`src/rtl/referee_pkg.sv`:
```
// rtl/referee_pkg.sv - shared state encoding and default constants for the round referee
package referee_pkg;

  typedef enum logic [2:0] {
    PLAY   = 3'd0,
    SHOW_L = 3'd1,
    SHOW_R = 3'd2,
    NEXT   = 3'd3,
    OVER   = 3'd4
  } ref_state_t;

  localparam int MAX_SCORE_DEF   = 7;
  localparam int HOLD_CYCLES_DEF = 4;

endpackage

```
`src/rtl/hold_timer.sv`:
```
// rtl/hold_timer.sv - counts enabled cycles from clear and flags the last hold cycle
module hold_timer #(
  parameter int HOLD_W      = 3,
  parameter int HOLD_CYCLES = 4
) (
  input  logic Clock,
  input  logic Reset,
  input  logic clear,
  input  logic enable,
  output logic done
);

  logic [HOLD_W-1:0] hold;

  always_ff @(posedge Clock or posedge Reset) begin
    if (Reset) begin
      hold <= '0;
    end else if (clear) begin
      hold <= '0;
    end else if (enable) begin
      hold <= hold + HOLD_W'(1);
    end
  end

  // done marks the cycle whose edge ends the hold window
  assign done = enable && (hold == HOLD_W'(HOLD_CYCLES - 1));

endmodule

```
`src/rtl/round_referee.sv`:
```
// rtl/round_referee.sv - tug-of-war round referee: win detect, scoring, hold, re-centre, game over
module round_referee
  import referee_pkg::*;
#(
  parameter int SCORE_W     = 3,
  parameter int MAX_SCORE   = MAX_SCORE_DEF,
  parameter int HOLD_CYCLES = HOLD_CYCLES_DEF,
  parameter int HOLD_W      = 3
) (
  input  logic               Clock,
  input  logic               Reset,
  input  logic               L,
  input  logic               R,
  input  logic               leftEnd,
  input  logic               rightEnd,
  output logic               next,
  output logic               winL,
  output logic               winR,
  output logic [SCORE_W-1:0] scoreL,
  output logic [SCORE_W-1:0] scoreR,
  output logic               gameOver
);

  ref_state_t state;
  logic       in_show;
  logic       hold_done;
  logic       left_win;
  logic       right_win;

  assign in_show   = (state == SHOW_L) || (state == SHOW_R);
  // A simultaneous press cancels out, so both ends lit never yields two winners
  assign left_win  = L && !R && leftEnd;
  assign right_win = R && !L && rightEnd;

  hold_timer #(
    .HOLD_W      (HOLD_W),
    .HOLD_CYCLES (HOLD_CYCLES)
  ) u_hold (
    .Clock  (Clock),
    .Reset  (Reset),
    .clear  (!in_show),
    .enable (in_show),
    .done   (hold_done)
  );

  always_ff @(posedge Clock or posedge Reset) begin
    if (Reset) begin
      state    <= PLAY;
      scoreL   <= '0;
      scoreR   <= '0;
      next     <= 1'b0;
      winL     <= 1'b0;
      winR     <= 1'b0;
      gameOver <= 1'b0;
    end else begin
      case (state)
        PLAY: begin
          if (left_win) begin
            state  <= SHOW_L;
            scoreL <= scoreL + SCORE_W'(1);
            winL   <= 1'b1;
          end else if (right_win) begin
            state  <= SHOW_R;
            scoreR <= scoreR + SCORE_W'(1);
            winR   <= 1'b1;
          end
        end
        SHOW_L: begin
          if (hold_done) begin
            if (scoreL == SCORE_W'(MAX_SCORE)) begin
              state    <= OVER;
              gameOver <= 1'b1;
            end else begin
              state <= NEXT;
              winL  <= 1'b0;
              next  <= 1'b1;
            end
          end
        end
        SHOW_R: begin
          if (hold_done) begin
            if (scoreR == SCORE_W'(MAX_SCORE)) begin
              state    <= OVER;
              gameOver <= 1'b1;
            end else begin
              state <= NEXT;
              winR  <= 1'b0;
              next  <= 1'b1;
            end
          end
        end
        NEXT: begin
          state <= PLAY;
          next  <= 1'b0;
        end
        OVER: begin
          state <= OVER;
        end
        default: begin
          state <= PLAY;
          next  <= 1'b0;
          winL  <= 1'b0;
          winR  <= 1'b0;
        end
      endcase
    end
  end

endmodule

```
`config.mk`:
```
export PLATFORM = sky130hd
export DESIGN_NAME = round_referee
export DESIGN_NICKNAME = d
export VERILOG_FILES = /design/src/rtl/referee_pkg.sv /design/src/rtl/hold_timer.sv /design/src/rtl/round_referee.sv
export SDC_FILE = /design/constraint.sdc
export NUM_CORES = 1
export LEC_CHECK = 0
export ABC_AREA = 1
export CELL_PAD_IN_SITES_DETAIL_PLACEMENT = 0
export CELL_PAD_IN_SITES_GLOBAL_PLACEMENT = 1
export CORE_MARGIN = 5
export CORE_UTILIZATION = 39
export DETAILED_ROUTE_END_ITERATION = 8
export GPL_TIMING_DRIVEN = 0
export MAX_ROUTING_LAYER = met4
export PLACE_DENSITY_LB_ADDON = 0.1
export REMOVE_ABC_BUFFERS = 1
export SYNTH_ARGS = -nofsm -noshare
export SYNTH_HDL_FRONTEND = slang
export SYNTH_SLANG_ARGS = --single-unit
```
`constraint.sdc`:
```
create_clock -name Clock -period 4.29 [get_ports Clock]
set_clock_uncertainty 0.2 [all_clocks]
set_input_delay 1.0725 -clock Clock [delete_from_list [all_inputs] [get_ports Clock]]
set_output_delay 1.0725 -clock Clock [all_outputs]
set_load 0.01 [all_outputs]
```
==> Word-level counts from Yosys, hierarchy flattened <==
Cells that the tools add are included.
{ "totals": {"reg_bits": 16, "latchBits": 0, "ramBits": 0, "mem_bits_ro": 0, "inputBits": 6, "out_inout_bits": 10, "word_cells": 79, "mem_count": 0} }
{ "classes": {"n_addsub": 3, "multipliers": 0, "div": 0, "order_cmp": 0, "n_eq_ne": 17, "shifts": 0, "muxes": 27, "n_bitwise": 4, "reduce_logical": 20} }
{ "ops": {"columns": ["op", "count"], "rows": [
  ["2-to-1 mux 3 bit", 7],
  ["2-to-1 mux 1 bit", 15],
  ["AND reduction 5 bit", 3],
  ["!= test 2 bit, second input constant", 7],
  ["case mux 3 bit (4 select lines)", 1],
  ["adder 3 x 1 -> 3 bit, second input constant", 3],
  ["equality test 3 x 2 -> 1 bit, second input constant", 3],
  ["equality test 3 bit, second input constant", 3],
  ["case mux 1 bit (3 select lines)", 3],
  ["AND reduction 3 bit", 2],
  ["OR reduction 3 bit", 2],
  ["logical AND 1 bit", 5],
  ["!= test 2 x 1 -> 1 bit, second input constant", 2],
  ["inverter 1 bit", 4],
  ["AND reduction 4 bit", 1],
  ["equality test 3 x 1 -> 1 bit, second input constant", 1],
  ["zero test 3 bit", 1],
  ["!= test 3 bit, second input constant", 1],
  ["zero test 1 bit", 2],
  ["case mux 1 bit (2 select lines)", 1],
  ["AND reduction 2 bit", 1],
  ["nonzero test 2 bit", 1],
  ["OR reduction 2 bit", 1],
  ["logical OR 1 bit", 1]
]} }

==> Logic depth before layout (Yosys ltp) <==
{ "depth": {"depth_word": 6, "ltp_mapped": 8, "mapped_depth_nobuf": 8} }

==> Cells and area by module <==
Synthesis repeated with hierarchy kept, for this count alone.
{ "unflattened": {"hier_cells": 119, "area_unflattened_um2": 899.6} }
{ "by_module_without_submodules": {"columns": ["module", "instances", "cells_each", "area_per_inst_um2", "seq_area_each_um2"], "rows": [
  ["round_referee", 1, 97, 729.4, 325.3],
  ["hold_timer", 1, 22, 170.2, 75.1]
]} }

==> Least setup slack after synthesis <==
No wires, ideal clock.
{ "synth_path": {"path_type": "input to register", "start": "input port leftEnd", "end": "register scoreL[2]", "setup_time_ns": 0.117, "arrival_ns": 1.574, "t_required_ns": 3.973, "setup_slack_ns": 2.399, "cell_stages": 7, "path_buffers": 0, "cell_sequence": "nand2_1 nor2_1 inv_1 nor2_4 inv_1 nand2_1 nand2_1"} }
{ "synth_between": {"elab_chain_len": 2} }
{ "synth_lines": {"columns": ["item", "line_no", "source"], "rows": [
  ["from (decl)", "round_referee.sv:14", "input logic leftEnd,"],
  ["logical AND 1 bit", "round_referee.sv:32", "assign left_win = L && !R && leftEnd;"],
  ["AND reduction 2 bit (no source line)", null, null],
  ["to (signal assigned)", "round_referee.sv:60", "scoreL <= scoreL + SCORE_W'(1);"],
  ["to (decl)", "round_referee.sv:19", "output logic [SCORE_W-1:0] scoreL,"]
]} }
Every way passes these cells.
A chain may end at the register's enable or synchronous reset.

==> Worst setup path after layout <==
{ "layout_path": {"start": "register scoreR[0]", "end": "output port scoreR[0]"} }
{ "layout_rtl": {"columns": ["item", "line_no", "source"], "rows": [
  ["from (decl)", "round_referee.sv:20", "output logic [SCORE_W-1:0] scoreR,"],
  ["from (signal assigned)", "round_referee.sv:64", "scoreR <= scoreR + SCORE_W'(1);"]
]} }
No word-level cell between the ends.

==> implementation parameters <==
Parameter                              Value

Cells and area
  Layout cells sized above 1    7.26%
  End-of-flow core utilization    49.4%
  Nets@finish    138
  Area Growth Syn to Fin    24.3%
  Number of antenna cells inserted    0
  Most used cells in the layout excluding fill and tap cells    sky130_fd_sc_hd__nand2_1 (32), sky130_fd_sc_hd__nor2_1 (17), sky130_fd_sc_hd__inv_1 (16), sky130_fd_sc_hd__dfrtp_1 (16), sky130_fd_sc_hd__clkdlybuf4s50_1 (15)
  Filler instances    220
  Most common cell after layout, fill and taps aside    sky130_fd_sc_hd__nand2_1

Drt
  Count of routing violations after the opening detailed-route iteration    13
  Via Count    664
  Number of search-and-repair iterations in the first detailed-routing pass    3
  Residual antenna-violating net count after detailed routing    0
  Drc violations    0
  Final WL    1600 um
  Detail-routed via count per cell    4.37
  WL per Instance    10.5 um

STA
  Sum Neg Setup Slack    0 ns
  Final hold violations    0
  Slew at the pin closest to its max-slew limit    0.612 ns
  Setup Viol. Count Final    0
  Setup slack of the critical path after layout    1.79 ns
  Achievable frequency    400 MHz
  Slew HR    59.2%
  Setup repair after global routing missed its margin    false
  Fin. max-slew vios    0
  Shortest clock period the worst path allows after layout    2.50 ns
  Final critical-path share of the clock period    58.3%

Worst setup path
  Worst setup EP type    output pin
  Cell family with most CP delay    buffers and inverters
  Peak per-stage delay on the critical path    0.55 ns
  WP buf/inv    1
  Max Fanout on Critical Path    3
  Worst path arrival time    1.23 ns
  Cell chain of the critical path    clkdlybuf4s50_1
  Critical path startpoint    scoreR[0]
  Crit Path Category    flop to output pin
  Startpoint of the worst register-to-register path    scoreL[0]
  Worst Setup Start Kind    flop
  Slowest cell on crit path    sky130_fd_sc_hd__clkdlybuf4s50_1
  Required @ worst endpoint    3.02 ns

Place
  Setup slack after placement    1.69 ns
  RePlAce Congestion    0.816
  Placed wire-length estimate    1300 um
  Number of I/O port buffers    15

CTS
  Number of H-tree branching levels    1
  Root buf cell    sky130_fd_sc_hd__clkbuf_4
  Resized cells post-CTS    0
  Buffer depth of the longest clock path    2
  Post-CTS Repair Setup Buffers    0
  Clock buffer count from CTS    3
  Number of buffers added to fix hold violations after cts    0
  Clock insertion delay at the later pin of the skew report    0.28 ns
  Clock sink count    16
  Clock-pin slew on the worst setup and hold paths    0.09 ns
  Clock tree from TritonCTS    done

Synthesis
  Synthesized area per cell    8.05 um2
  Unique masters post-synth    19
  Number of standard cells after synthesis    106
  Number of flip-flops and latches in the synthesized netlist    16
  Total number of yosys warnings    0
  Dominant cells by area after synthesis    sky130_fd_sc_hd__dfrtp_1 (47%), sky130_fd_sc_hd__nand2_1 (14%), sky130_fd_sc_hd__ha_1 (8.8%)
  Share of synthesized area occupied by flip-flops and latches    46.9%
  Cell Area, Synth    853 um2
  Top cell type's share of synthesized area    46.9%
  Post-synth top area cell    sky130_fd_sc_hd__dfrtp_1

Power
  Net switching power    278 uW
  Part of the power in combinational logic    50.4%
  Part of the total power dissipated in sequential elements    38.1%
  Largest vdd supply drop    0.000281 V
  Static leakage    0.537 nW
  Clock network power share    11.5%
  Pwr per Cell Area    640 mW/mm2
  Switching power share of the total    40.9%
  Cell internal power dissipation    402 uW
  Overall power of the completed layout    679 uW

Global route
  Aggregate global routing overflow    0
  Antenna violations before repair    0
  Via count of the first global-routing pass    661
  Global-route total usage across every layer    11.8%
  Global-route wire length before repair    2880 um
  Largest net degree at the start of global routing    17

Floorplanning
  Starting Density    39.7%
  Core Footprint    0.00215 mm2
  Die Footprint    0.00322 mm2
  Io pins    16
  Total number of placement rows    17
  Die Span Y    56.8 um
  Width of the chip    56.8 um

Status
  Run status    completed

Min path
  HP Class    flop to flop
  Hold Path Origin    u_hold.hold[0]

Job
  Number of maximum-capacitance violations    0
==> registers in the layout, summed over array words and instances (netlist names) <==
name / flops
gameOver: 1
next: 1
winL: 1
winR: 1
scoreR: 3
u_hold.hold: 3
scoreL: 3
state: 3
==> power by group through the flow <==
| stage | combinational [mW] | clock (mW) | sequential, mW |
|---|---|---|---|
| finish | 0.342 | 0.0780 | 0.259 |
| global route | 0.394 | 0.0876 | 0.271 |
| CTS | 0.349 | 0.0812 | 0.259 |
| detailed placement | 0.347 | 0 | 0.262 |
| global placement | 0.344 | 0 | 0.259 |
| floorplan | 0.199 | 0 | 0.276 |
==> synth_stat cells <==
master                     number
sky130_fd_sc_hd__nand2_1       32
sky130_fd_sc_hd__a21oi_1        1
sky130_fd_sc_hd__nand3_1        3
sky130_fd_sc_hd__nor3_1         1
sky130_fd_sc_hd__nand3b_1       1
sky130_fd_sc_hd__xor2_1         2
sky130_fd_sc_hd__o21bai_1       1
sky130_fd_sc_hd__nor2_4         1
sky130_fd_sc_hd__nand4_1        1
sky130_fd_sc_hd__o21ai_2        1
sky130_fd_sc_hd__nor2_1        17
sky130_fd_sc_hd__nand2_2        2
sky130_fd_sc_hd__inv_1         16
sky130_fd_sc_hd__nor2_2         1
sky130_fd_sc_hd__ha_1           6
sky130_fd_sc_hd__o21ai_0        2
sky130_fd_sc_hd__o21ai_1        1
sky130_fd_sc_hd__dfrtp_1       16
sky130_fd_sc_hd__nor3_4         1
==> kinds of logic after synthesis <==
| kind of cell | share of synthesized area, % |
|---|---|
| and+or+nand+nor | 30.9 |
| DFF | 46.9 |
| xor gates and xnor gates | 2.05 |
| buffers and inverters | 7.04 |
| adders and majority gates | 8.80 |
| AOI/OAI and AO/OA | 4.25 |
==> layout make-up <==
class | count | area [um2] | area share (%)
Sequential cell | 16 | 400 | 37.7
Timing Repair Buffer | 15 | 150 | 14.2
Tap cell | 28 | 35.0 | 3.30
Inverter | 16 | 60.1 | 5.66
Clock buffer | 3 | 22.5 | 2.12
Multi-Input combinational cell | 74 | 393 | 37.0
==> per-stage QoR <==
step	instance area (um2)	std cells	hold slack, ns
after global routing	1060	152	0.273
after CTS	1060	152	0.253
after detailed placement	1040	149	0.240
after floorplan	853	106	0.209
after global placement	1040	149	0.221
final	1060	152	0.243
==> metal layers <==
metal | track usage [%] | vias to the layer above | wire length, um | part of all wire, %
met1 | 14.9 | 292 | 820 | 51
met2 | 17.8 | 6 | 722 | 45
met3 | 2.99 | 2 | 41 | 2.6
met4 | 4.97 | 0 | 14 | 0.88
met5 | - | - | 0 | 0
li1 | - | 364 | - | -
==> path summary, 6_finish.rpt <==
kind	endpoint	slack (ns)	cells after the start
worst min-delay path	u_hold.hold[0]	0.24	1
worst max-delay path	scoreR[0]	1.79	1
min in group asynchronous	scoreR[0]	0.96	2
worst max register to register	next	2.73	8
worst min register to register	u_hold.hold[0]	0.24	1
max in group asynchronous	state[2]	2.54	2
Power figures use the tool's default switching activity.
